[config.mk]
export PLATFORM = sky130hd
export DESIGN_NAME = bp_initiator
export DESIGN_NICKNAME = d
export VERILOG_FILES = /design/src/rtl/bp_initiator.sv
export SDC_FILE = /design/constraint.sdc
export NUM_CORES = 1
export LEC_CHECK = 0
export BUFFER_PORTS_ARGS = -buffer_cell sky130_fd_sc_hd__buf_2
export CORE_ASPECT_RATIO = 0.6
export CORE_UTILIZATION = 45
export DETAILED_ROUTE_END_ITERATION = 7
export PLACE_DENSITY_LB_ADDON = 0.12
export SLEW_MARGIN = 0
export SYNTH_ARGS = -nofsm -noshare
export SYNTH_HDL_FRONTEND = slang
export SYNTH_SLANG_ARGS = --single-unit
[constraint.sdc]
create_clock -name i_clk -period 4.3 [get_ports i_clk]
set_input_delay 0.645 -clock i_clk [delete_from_list [all_inputs] [get_ports i_clk]]
set_output_delay 0.645 -clock i_clk [all_outputs]
set_load 0.005 [all_outputs]
[src/rtl/bp_initiator.sv]
// BytePipe initiator: turns host register requests into a command byte (plus a data byte
// for writes), then waits for one response byte or a timeout and hands the result back.
module bp_initiator #(
  parameter int TIMEOUT = 255
) (
  input  logic       i_clk,
  input  logic       i_rst_n,
  input  logic       i_cg,
  input  logic       i_req_valid,
  output logic       o_req_ready,
  input  logic       i_req_wr,
  input  logic [6:0] i_req_addr,
  input  logic [7:0] i_req_data,
  output logic [7:0] o_bp_data,
  output logic       o_bp_valid,
  input  logic       i_bp_ready,
  input  logic [7:0] i_bp_data,
  input  logic       i_bp_valid,
  output logic       o_bp_ready,
  output logic [7:0] o_rsp_data,
  output logic       o_rsp_valid,
  input  logic       i_rsp_ready,
  output logic       o_rsp_timeout,
  output logic [7:0] o_strayCount
);

  localparam int CW = $clog2(TIMEOUT + 1);
  localparam logic [CW-1:0] CNT_MAX = CW'(TIMEOUT);

  typedef enum logic [2:0] {
    IDLE,
    SEND_CMD,
    SEND_DATA,
    WAIT_RSP,
    HOLD_RSP
  } state_t;

  state_t state;
  state_t state_nxt;

  logic          req_wr;
  logic [6:0]    req_addr;
  logic [7:0]    req_data;
  logic [CW-1:0] cnt;
  logic [7:0]    rsp_data;
  logic          rsp_timeout;
  logic [7:0]    stray_cnt;
  logic          timed_out;

  assign timed_out = (cnt == CNT_MAX);

  // Outputs depend only on state and i_cg, so o_req_ready never sees i_rsp_ready.
  always_comb begin
    state_nxt   = state;
    o_req_ready = 1'b0;
    o_bp_valid  = 1'b0;
    o_bp_data   = 8'h00;
    o_bp_ready  = 1'b0;
    o_rsp_valid = 1'b0;
    case (state)
      IDLE: begin
        o_req_ready = i_cg;
        o_bp_ready  = i_cg;
        if (i_cg && i_req_valid) state_nxt = SEND_CMD;
      end
      SEND_CMD: begin
        o_bp_valid = 1'b1;
        o_bp_data  = {req_wr, req_addr};
        if (i_cg && i_bp_ready) state_nxt = req_wr ? SEND_DATA : WAIT_RSP;
      end
      SEND_DATA: begin
        o_bp_valid = 1'b1;
        o_bp_data  = req_data;
        if (i_cg && i_bp_ready) state_nxt = WAIT_RSP;
      end
      WAIT_RSP: begin
        o_bp_ready = i_cg;
        if (i_cg && (i_bp_valid || timed_out)) state_nxt = HOLD_RSP;
      end
      HOLD_RSP: begin
        o_rsp_valid = 1'b1;
        if (i_cg && i_rsp_ready) state_nxt = IDLE;
      end
      default: state_nxt = IDLE;
    endcase
  end

  always_ff @(posedge i_clk or negedge i_rst_n) begin
    if (!i_rst_n) begin
      state <= IDLE;
    end else if (i_cg) begin
      state <= state_nxt;
    end
  end

  always_ff @(posedge i_clk or negedge i_rst_n) begin
    if (!i_rst_n) begin
      req_wr   <= 1'b0;
      req_addr <= 7'h00;
      req_data <= 8'h00;
    end else if (i_cg && state == IDLE && i_req_valid) begin
      req_wr   <= i_req_wr;
      req_addr <= i_req_addr;
      req_data <= i_req_data;
    end
  end

  // Counter only advances while staying in WAIT_RSP, so it stops at CNT_MAX and never wraps.
  always_ff @(posedge i_clk or negedge i_rst_n) begin
    if (!i_rst_n) begin
      cnt <= '0;
    end else if (i_cg) begin
      if (state != WAIT_RSP && state_nxt == WAIT_RSP) cnt <= '0;
      else if (state == WAIT_RSP && state_nxt == WAIT_RSP) cnt <= cnt + CW'(1);
    end
  end

  always_ff @(posedge i_clk or negedge i_rst_n) begin
    if (!i_rst_n) begin
      rsp_data    <= 8'h00;
      rsp_timeout <= 1'b0;
    end else if (i_cg && state == WAIT_RSP) begin
      if (i_bp_valid) begin
        rsp_data    <= i_bp_data;
        rsp_timeout <= 1'b0;
      end else if (timed_out) begin
        rsp_data    <= 8'h00;
        rsp_timeout <= 1'b1;
      end
    end
  end

  always_ff @(posedge i_clk or negedge i_rst_n) begin
    if (!i_rst_n) begin
      stray_cnt <= 8'h00;
    end else if (i_cg && state == IDLE && i_bp_valid && stray_cnt != 8'hFF) begin
      stray_cnt <= stray_cnt + 8'd1;
    end
  end

  assign o_rsp_data    = rsp_data;
  assign o_rsp_timeout = rsp_timeout;
  assign o_strayCount  = stray_cnt;

endmodule

==> key figures, run 1 <==
Outcome
  • Run status: completed

Logic synthesis
  • Ys async rst share: 100.0%
  • Synth area leaders: dfrtp_1 (51%), mux2_2 (8.8%), a22o_1 (3.6%)
  • Mapped Area: 0.002168 sq mm
  • Distinct cells, synth: 49
  • Post-synth EDFFs: 0
  • Post-synth top flop: dfrtp_1
  • Ys Warns: 0
  • Mapped Cells: 186
  • Seq cells post-synth: 44
  • Syn Area/Cell: 11.66 sq um
  • Post-synth top area cell: dfrtp_1
  • Yosys top cell area share: 50.78%
  • Register area share after synthesis: 50.78%
  • Syn Nets: 219

Pwr
  • Power Density: 600.9 mW/mm^2
  • Worst VDD drop: 0.3254 mV
  • Leakage: 1.250 nW

Critical path
  • Crit Path Class: flip-flop to output pin
  • R2r endpoint: o_strayCount[5]
  • Crit Reg-Reg Startpoint: state[2]
  • Crit-path cells: nor2b_1 -> a22oi_1 -> nor2_1 -> buf_2
  • Critical path's slowest cell: nor2b_1
  • WP data required: 3.65 ns
  • FF-to-FF path depth: 5
  • Crit path max fanout: 12
  • Crit start category: flip-flop
  • Crit path largest cell delay: 0.65 ns
  • Beginning of the critical path: state[1]
  • Data arrival, critical path: 1.96 ns
  • Crit. End Element: output pin
  • Worst R2R Setup Slack: 2.40 ns

Route
  • DR iter-0 viols: 57
  • Final routed DRC violation total: 0
  • DR vias/cell: 5.239
  • Detailed-route via count: 1603
  • Routed WL: 4203 microns
  • Routed len/inst: 13.74 microns
  • Remaining antenna violation count after routing: 0
  • Drt first pass iters: 4

Global route
  • Largest net degree at the start of global routing: 45
  • Vias in the first global route: 1420
  • Global-route usage over all layers: 17.70%
  • Remaining global-route overflow: 0
  • First-pass GRT wire length: 6982 microns
  • Antenna violations before repair: 0

Hold path
  • Type of the worst min-delay path: flip-flop to flip-flop
  • Min-Delay Endpoint: o_strayCount[7]
  • Hold path start: o_strayCount[7]
  • WHS Path Cells: 1

Clocking
  • Clock Pin Slew Worst Setup and Hold Paths: 0.08 ns
  • Clk buf depth: 2
  • CTS Buf Count: 5
  • CTS tree: done
  • Worst skew pair latency: 0.29 ns
  • Hold buffers post-CTS: 0
  • Clk sinks: 44
  • Post-CTS resize count: 0
  • Postcts setup bufs: 0
  • H-tree depth: 2
  • Clk root buf: clkbuf_8

Timing
  • TNS Setup: 0 ns
  • RSZ-0062 raised after global routing: no
  • Final setup fails: 0
  • Slew Viols, Final: 0
  • Fmax: 0.3836 GHz
  • Skew final: 0.008042 ns
  • Minimum clock period: 2.607 ns
  • Final count of hold timing violations: 0
  • Measured slew at the worst slew-check pin: 0.9544 ns
  • Worst slew margin: 36.37%
  • Final worst path period share: 60.62%

Placement
  • Number of I/O port buffers: 59
  • Dpl cells: 299
  • HPWL after detailed placement: 3003 microns
  • Global placement routability congestion: 0.7967

Cells and area
  • # diodes: 0
  • Area Growth Syn to Fin: 18.58%
  • Finished Layout Cells: 306
  • Share of cells above drive strength 1: 39.09%
  • Fillcell total: 410
  • Nets: 276

Die
  • Die width: 91.62 microns
  • FP Rows: 19
  • # IOs: 60
  • Vert. Die Dim: 55.77 microns
  • Die footprint: 0.005109 sq mm
  • Initial core utilization: 47.26%
  • Core Footprint: 0.004588 sq mm

Run
  • Number of max-cap violations: 0
## Yosys cell counts, types with 4 or more instances
library cell and number:
a22o_1 9, a22oi_1 8, and3_1 5, dfrtp_1 44, mux2_2 17, nand2_1 8
nand2b_1 4, nand3_1 7, nand4_1 5, nor2_1 16, o21ai_0 4, xnor2_1 6
## placed cells by master (no fill, tap or decap), types with 3 or more instances in the layout
cell type,instances
a21oi_1,3
a22o_1,9
a22oi_1,8
and3_1,5
buf_2,59
clkbuf_8,5
dfrtp_1,44
mux2_2,17
nand2_1,8
nand2b_1,4
nand3_1,7
nand4_1,5
nor2_1,16
o21ai_0,4
o21ai_1,3
xnor2_1,6
xor2_1,3
## layout make-up
type / count / area [sq um] / share of cell area (%)
tap: 63 / 78.83 / 3.066
clock buffer: 5 / 68.82 / 2.676
multi-input combinational: 131 / 1007 / 39.17
inverter: 2 / 7.507 / 0.2920
timing repair buffer: 59 / 295.3 / 11.48
sequential: 44 / 1101 / 42.82
clock inverter: 2 / 12.51 / 0.4866
## how the worst max path moves through the flow
| stage | to | slack, ns |
|---|---|---|
| after global placement | o_bp_data[4] | 2.10 |
| final | o_bp_data[1] | 1.69 |
| after floorplan | o_bp_data[0] | 2.49 |
| after detailed placement | o_bp_data[1] | 2.04 |
| after global routing | o_bp_data[1] | 1.51 |
| after CTS | o_bp_data[1] | 1.71 |
## critical path: cells and delay by family (launching register included)
family	cells	cell delay [ns]
buf+inv	1	0.12
simple gates	2	0.77
compound gates	1	0.19
flops	1	0.59
## registers in the layout, indices dropped and copies added, names as in the netlist
name,count
cnt,8
o_rsp_data,8
o_rsp_timeout,1
o_strayCount,8
req_addr,7
req_data,8
req_wr,1
state,3
## metrics by stage
step / setup slack [ns] / area (sq um) / total power, mW / util, % / hold slack [ns]
2_1_floorplan: 2.491 / 2168 / 1.118 / - / 0.3494
3_3_place_gp: 2.096 / 2490 / 1.307 / 54.27 / 0.4861
3_5_place_dp: 2.043 / 2490 / 1.317 / 54.27 / 0.4869
4_1_cts: 1.714 / 2571 / 1.562 / 56.04 / 0.5033
5_1_grt: 1.513 / 2571 / 1.670 / 56.04 / 0.5216
6_report: 1.693 / 2571 / 1.545 / 56.04 / 0.5009
## routing by layer
layer / global-route usage [%] / up-vias / wire, microns
met5: 0 / - / 0
met2: 22.13 / 36 / 1572
met4: 4.082 / 0 / 19
met3: 5.191 / 2 / 208
met1: 29.10 / 771 / 2403
li1: - / 794 / -
## kinds of logic (layout without fill, tap and decap cells)
| family | count (synthesis) | count (layout) | share of synthesized area (%) |
|---|---|---|---|
| simple gates | 59 | 59 | 15.41 |
| flops | 44 | 44 | 50.78 |
| compound gates | 43 | 43 | 16.73 |
| mux | 18 | 18 | 9.521 |
| buf+inv | 11 | 68 | 2.769 |
| xor+xnor | 9 | 9 | 3.636 |
| fa+ha+maj | 2 | 2 | 1.154 |
## where the power goes
part,switching [mW],internal (mW),total [mW]
Combinational,0.262,0.330,0.592
Clock,0.129,0.110,0.239
Sequential,0.142,0.572,0.714
Note: power is estimated with default switching activity, not from simulation.
==> run 2, diff against run 1 <==
ABC_AREA = 1   (was unset)
clock period = 2.7 ns   (was 4.3 ns; I/O delays follow)
==> run 2 against run 1 <==
  * Critical endpoint is now o_bp_data[7]
  * Total power up 70%
  * Area after synthesis up 4.8%
  * Setup slack worse by 0.91 ns
  * Clock skew down 0.0037 ns
  * Non-clock buffer count rose by 1
  * Clock power grew 100%
  * Sequential power increased by 50%
  * Largest cell class unchanged
==> key figures, run 2 <==
Critical path
  • Crit Path Class: flip-flop to output pin (unchanged)
  • Crit start category: flip-flop (unchanged)
  • CP Buf/Inv Count: 2 (was 1)
  • Crit-path cells: inv_1 -> nand3_2 -> o22ai_1 -> buf_2 (was nor2b_1 -> a22oi_1 -> nor2_1 -> buf_2)
  • Crit path largest cell delay: 0.40 ns (was 0.65 ns)
  • Critical path's top delay family: flip-flops (was simple AND/OR/NAND/NOR gates)
  • Critical path's slowest cell: dfrtp_1 (was nor2b_1)
  • Crit. End Element: output pin (unchanged)
  • WP data required: 2.30 ns (was 3.65 ns)
  • Crit path max fanout: 11 (was 12)
  • Data arrival, critical path: 1.51 ns (was 1.96 ns)

Route
  • Routed WL: 4311 microns (was 4203 microns)
  • DR iter-0 viols: 93 (was 57)
  • Drt first pass iters: 4 (unchanged)
  • Final routed DRC violation total: 0 (unchanged)
  • Remaining antenna violation count after routing: 0 (unchanged)
  • Detailed-route via count: 1835 (was 1603)
  • Routed len/inst: 11.17 microns (was 13.74 microns)
  • DR vias/cell: 4.754 (was 5.239)

Cells and area
  • Multi-input gate area: 0.001006 sq mm (was 0.001007 sq mm)
  • # diodes: 0 (unchanged)
  • Commonest non-fill, non-tap cell in the layout: nand2_1 (was buf_2)
  • Final instance area: 0.002725 sq mm (was 0.002571 sq mm)
  • Share of cells above drive strength 1: 29.10% (was 39.09%)
  • Finished Layout Cells: 386 (was 306)
  • Fillcell total: 447 (was 410)
  • Nets: 355 (was 276)
  • Most frequent cells in the layout: nand2_1 (85), buf_2 (59), dfrtp_1 (44) (was buf_2 (59), dfrtp_1 (44), mux2_2 (17))
  • Register area: 0.001101 sq mm (unchanged)
  • Area Growth Syn to Fin: 19.87% (was 18.58%)

Timing
  • Final count of hold timing violations: 0 (unchanged)
  • Measured slew at the worst slew-check pin: 0.9297 ns (was 0.9544 ns)
  • TNS Setup: 0 ns (unchanged)
  • Worst slew margin: 38.02% (was 36.37%)
  • Fmax: 0.5222 GHz
  • WHS: 0.2522 ns (was 0.5009 ns)
  • Skew final: 0.004309 ns (was 0.008042 ns)
  • Slew Viols, Final: 0 (unchanged)
  • Final setup fails: 0 (unchanged)
  • RSZ-0062 raised after global routing: no (unchanged)
  • Minimum clock period: 1.915 ns
  • Final worst path period share: 70.93%
  • Setup slack after layout: 0.7849 ns (was 1.693 ns)

Logic synthesis
  • Yosys top cell area share: 48.43% (was 50.78%)
  • Syn Area/Cell: 8.744 sq um (was 11.66 sq um)
  • Synth area leaders: dfrtp_1 (48%), nand2_1 (14%), o21ai_1 (4.4%) (was dfrtp_1 (51%), mux2_2 (8.8%), a22o_1 (3.6%))
  • Post-synth EDFFs: 0 (unchanged)
  • Ys Warns: 0 (unchanged)
  • Post-synth top area cell: dfrtp_1 (unchanged)
  • Syn Nets: 293 (was 219)
  • Ys async rst share: 100.0% (unchanged)
  • Seq cells post-synth: 44 (unchanged)
  • Mapped Cells: 260 (was 186)
  • Distinct cells, synth: 31 (was 49)
  • Most frequent cells after synthesis: nand2_1 (85), dfrtp_1 (44), inv_1 (24) (was dfrtp_1 (44), mux2_2 (17), nor2_1 (16))
  • Register area share after synthesis: 48.43% (was 50.78%)
  • Most frequent cell after synthesis: nand2_1 (was dfrtp_1)
  • Mapped Area: 0.002273 sq mm (was 0.002168 sq mm)
  • Post-synth top flop: dfrtp_1 (unchanged)

Clocking
  • CTS tree: done (unchanged)
  • Post-CTS resize count: 0 (unchanged)
  • H-tree depth: 2 (unchanged)
  • Clk root buf: clkbuf_8 (unchanged)
  • CTS Buf Count: 5 (unchanged)
  • Worst skew pair latency: 0.29 ns (about the same)
  • Postcts setup bufs: 0 (unchanged)
  • Hold buffers post-CTS: 0 (unchanged)
  • Clk sinks: 44 (unchanged)
  • Clock Pin Slew Worst Setup and Hold Paths: 0.08 ns (about the same)
  • Clk buf depth: 2 (unchanged)

Placement
  • Number of I/O port buffers: 59 (unchanged)
  • Setup WS pre-CTS: 0.8948 ns (was 2.043 ns)
  • Global placement routability congestion: 0.8238 (was 0.7967)
  • Dpl cells: 378 (was 299)
  • Placed standard-cell area: 0.002618 sq mm (was 0.002490 sq mm)
  • HPWL after detailed placement: 3226 microns (was 3003 microns)

Die
  • Vert. Die Dim: 57.06 microns (was 55.77 microns)
  • Core Footprint: 0.004707 sq mm (was 0.004588 sq mm)
  • FP Rows: 19 (unchanged)
  • # IOs: 60 (unchanged)
  • Initial core utilization: 48.30% (was 47.26%)
  • Die width: 93.76 microns (was 91.62 microns)
  • Die footprint: 0.005349 sq mm (was 0.005109 sq mm)

Global route
  • Largest net degree at the start of global routing: 45 (unchanged)
  • Vias in the first global route: 1607 (was 1420)
  • Remaining global-route overflow: 0 (unchanged)
  • First-pass GRT wire length: 7541 microns (was 6982 microns)
  • Global-route usage over all layers: 18.15% (was 17.70%)
  • Antenna violations before repair: 0 (unchanged)

Run
  • Number of max-cap violations: 0 (unchanged)

Pwr
  • Leakage: 1.465 nW (was 1.250 nW)
  • Worst VDD drop: 0.4712 mV (was 0.3254 mV)
  • Power Density: 962.4 mW/mm^2 (was 600.9 mW/mm^2)

Hold path
  • Type of the worst min-delay path: primary input to asynchronous set/reset pin (was flip-flop to flip-flop)

Outcome
  • Run status: completed (unchanged)
==> run 2: kinds of logic (layout without fill, tap and decap cells) <==
group	Yosys count	after routing	synth area share, %
AND/OR/NAND/NOR	123	123	28.12
buffers and inverters	38	101	7.319
adder cells (fa/ha/maj)	2	2	1.101
XOR/XNOR	12	12	4.623
AO/OA/AOI/OAI	40	40	9.907
flip-flops	44	44	48.43
multiplexers	1	1	0.4953
==> run 2: final timing paths <==
path	slack, ns	depth (start not counted)	end	start
worst max register to register	0.87	9	cnt[0]	state[1]
min in group i_clk	0.31	3	o_rsp_data[3]	i_bp_data[3]
worst max-delay path	0.78	4	o_bp_data[7]	state[1]
worst min register to register	0.48	2	o_rsp_data[4]	o_rsp_data[4]
worst min-delay path	0.25	1	o_strayCount[5]	i_rst_n
max in group asynchronous	1.87	1	req_data[3]	i_rst_n
==> run 2: layout make-up <==
| cell class | instances | share of cell area [%] |
|---|---|---|
| clock buffer | 6 | 2.663 |
| clock inverter | 2 | 1.286 |
| inverter | 33 | 4.729 |
| multi-input combinational | 178 | 36.91 |
| sequential | 44 | 40.40 |
| tap | 63 | 2.893 |
| timing repair buffer | 60 | 11.11 |
==> run 2: where the power goes <==
part           internal [mW]  switching (mW)  leakage, nW
clock                  0.275           0.210       0.0552
combinational          0.434           0.639        0.841
sequential             0.919           0.146        0.569
==> run 2: routing by layer <==
layer | vias to the layer above | wire length (microns) | track usage, %
li1 | 955 | - | -
met1 | 822 | 2347 | 27.82
met2 | 56 | 1633 | 25.13
met3 | 2 | 301 | 4.667
met4 | 0 | 30 | 5.275
met5 | - | 0 | 0
==> run 2: metrics by stage <==
step,power (mW),utilization [%]
6_report,2.623,57.89
5_1_grt,2.865,57.89
4_1_cts,2.657,57.89
3_5_place_dp,2.160,55.61
3_3_place_gp,2.150,55.61
2_1_floorplan,1.815,-
==> run 2: worst register-to-register path: stages (launching register included) <==
cell and delay, ns:
dfrtp_1 0.40, inv_1 0.14, nand3_2 0.28, o21ai_2 0.45, inv_4 0.07, nand2_4 0.11
nand2_4 0.07, nor2_8 0.12, nand2_1 0.08, nand2_1 0.06
==> run 3, diff against run 2 <==
clock period = 1.5 ns   (was 2.7 ns; I/O delays follow)
==> run 3 against run 2 <==
  * Routed wire length up 26%
  * Non-clock buffer count up 41
  * Largest cell class is now multi-input gates
  * Register-to-register slack worse by 0.95 ns
  * The run now ends with setup timing left
  * Final area up 22%
  * Flip-flop and latch count unchanged
  * Clock power up 110%
  * Combinational power rose to 3.0 times the previous value
  * Critical path type unchanged
  * Die area unchanged
==> key figures, run 3 (same netlist as run 2, synthesis figures left out) <==
Outcome
  • Violated checks: setup timing
  • Run status: finished with violations (was completed)

Placement
  • HPWL after detailed placement: 3644 microns (was 3226 microns)
  • Dpl cells: 399 (was 378)
  • Global placement routability congestion: 0.8476 (was 0.8238)
  • Number of I/O port buffers: 59 (unchanged)

Global route
  • Global-route usage over all layers: 21.73% (was 18.15%)
  • Largest net degree at the start of global routing: 21 (was 45)
  • Antenna violations before repair: 0 (unchanged)
  • First-pass GRT wire length: 8970 microns (was 7541 microns)
  • Remaining global-route overflow: 0 (unchanged)
  • Vias in the first global route: 1931 (was 1607)

Critical path
  • Crit start category: flip-flop (unchanged)
  • Data arrival, critical path: 1.46 ns (was 1.51 ns)
  • Crit path max fanout: 5 (was 11)
  • Crit Path Class: flip-flop to output pin (unchanged)
  • WP data required: 1.27 ns (was 2.30 ns)
  • Worst R2R Setup Slack: -0.08 ns (was 0.87 ns)
  • Crit. End Element: output pin (unchanged)

Die
  • Vert. Die Dim: 57.06 microns (unchanged)
  • Die width: 93.76 microns (unchanged)
  • Die footprint: 0.005349 sq mm (unchanged)
  • Initial core utilization: 48.30% (unchanged)
  • FP Rows: 19 (unchanged)
  • Core Footprint: 0.004707 sq mm (unchanged)
  • # IOs: 60 (unchanged)

Pwr
  • Power Density: 1821 mW/mm^2 (was 962.4 mW/mm^2)
  • Net Sw Power: 2.267 mW (was 0.9949 mW)
  • Sequential share of power: 31.3% (was 40.6%)
  • Final Power: 6.062 mW (was 2.623 mW)
  • Switching fraction of total power: 37.39% (was 37.93%)
  • Internal: 3.795 mW (was 1.628 mW)
  • Worst VDD drop: 1.050 mV (was 0.4712 mV)
  • Leakage: 1.751 nW (was 1.465 nW)
  • Clock Power Share: 16.5% (was 18.5%)
  • Power share of the combinational group: 52.2% (was 40.9%)

Cells and area
  • Finished Layout Cells: 429 (was 386)
  • Area Growth Syn to Fin: 46.45% (was 19.87%)
  • Commonest non-fill, non-tap cell in the layout: nand2_1 (unchanged)
  • Share of cells above drive strength 1: 46.45% (was 29.10%)
  • Most frequent cells in the layout: nand2_1 (74), buf_2 (58), dfrtp_1 (43) (was nand2_1 (85), buf_2 (59), dfrtp_1 (44))
  • Nets: 398 (was 355)
  • # diodes: 0 (unchanged)

Route
  • DR vias/cell: 4.779 (was 4.754)
  • Drt first pass iters: 4 (unchanged)
  • Detailed-route via count: 2050 (was 1835)
  • DR iter-0 viols: 68 (was 93)
  • Remaining antenna violation count after routing: 0 (unchanged)
  • Routed WL: 5430 microns (was 4311 microns)
  • Final routed DRC violation total: 0 (unchanged)
  • Routed len/inst: 12.66 microns (was 11.17 microns)

Timing
  • Fmax: 0.5918 GHz
  • Slew Viols, Final: 0 (unchanged)
  • Final worst path period share: 112.6%
  • Measured slew at the worst slew-check pin: 0.4236 ns (was 0.9297 ns)
  • TNS Setup: -2.556 ns (was 0 ns)
  • Setup slack after layout: -0.1897 ns (was 0.7849 ns)
  • Final count of hold timing violations: 0 (unchanged)
  • Final setup fails: 33 (was 0)
  • Minimum clock period: 1.690 ns
  • Skew final: 0.005492 ns (was 0.004309 ns)
  • RSZ-0062 raised after global routing: yes (was no)
  • Worst slew margin: 71.76% (was 38.02%)

Clocking
  • CTS Buf Count: 5 (unchanged)
  • Clock Pin Slew Worst Setup and Hold Paths: 0.08 ns (about the same)
  • Worst skew pair latency: 0.30 ns (was 0.29 ns)
  • CTS tree: done (unchanged)
  • Clk root buf: clkbuf_8 (unchanged)
  • H-tree depth: 2 (unchanged)
  • Clk buf depth: 2 (unchanged)
  • Clk sinks: 44 (unchanged)

Run
  • Number of max-cap violations: 0 (unchanged)

Hold path
  • Type of the worst min-delay path: primary input to flip-flop (was primary input to asynchronous set/reset pin)
-- run 3: cell count changes in the layout (fill, tap and decap cells not counted), moves of 3 or more --
cell     delta
o22ai_2     +7
buf_6      +12
nand2_2    +11
nand3_1     -3
buf_4      +28
nor2_2      +3
o22ai_1     -7
nor2_1      -4
nand2_1    -11
-- run 3: final cells by class --
type / count / area [sq um]
inverters: 33 / 145.1
well taps: 63 / 78.83
clock buffers: 7 / 96.34
fillers: 365 / 1378
repair buffers: 101 / 673.1
clock inverters: 1 / 30.03
flip-flops and latches: 44 / 1102
multi-input cells: 180 / 1204
-- run 3: final timing paths --
| path | from | cells after the start | end |
|---|---|---|---|
| worst max-delay path | state[1] | 6 | o_bp_data[6] |
| min in group asynchronous | i_rst_n | 2 | o_strayCount[3] |
| worst min register to register | o_rsp_data[3] | 2 | o_rsp_data[3] |
| max in group asynchronous | i_rst_n | 3 | state[0] |
| worst min-delay path | i_bp_data[2] | 3 | o_rsp_data[2] |
| worst max register to register | state[1] | 11 | cnt[4] |
-- run 3: stage by stage --
stage	setup slack (ns)	hold slack [ns]	instance area, sq um	utilization [%]
final	-0.1897	0.1240	3329	70.73
after global routing	-0.2356	0.1170	3329	70.73
after floorplan	0.02073	-0.07059	2273	-
after CTS	-0.1807	0.1154	3134	66.59
after global placement	0.01950	0.1894	2775	58.96
after detailed placement	-0.01338	0.1892	2775	58.96
-- run 3: power groups by stage --
stage	clock network [mW]	registers, mW	logic [mW]
6_report	0.998	1.90	3.16
5_1_grt	1.06	1.95	3.47
4_1_cts	1.01	1.90	2.79
3_5_place_dp	0	1.91	2.22
3_3_place_gp	0	1.89	2.19
2_1_floorplan	0	1.92	1.35
-- run 3: repair_timing --
item                                    CTS  global route
gates cloned                              1             1
pin swaps                                17            17
hold buffers                              1             0
hold endpoints to repair                 18             0
gates resized for setup                  23            34
setup buffers                            11             9
endpoints found under the setup margin   20            49
-- run 3: critical path, cell delays in order, from the launching register on --
cell and delay (ns):
dfrtp_1 0.38, inv_2 0.08, nor3_2 0.16, bufinv_8 0.21
buf_6 0.12, o22ai_2 0.08, buf_2 0.13
-- run 3: per-layer routing --
layer / vias to the layer above / wire, microns / track usage [%]
met5: - / 0 / 0
li1: 1041 / - / -
met3: 4 / 303 / 4.667
met4: 0 / 39 / 5.275
met1: 948 / 2651 / 31.96
met2: 57 / 2436 / 32.95
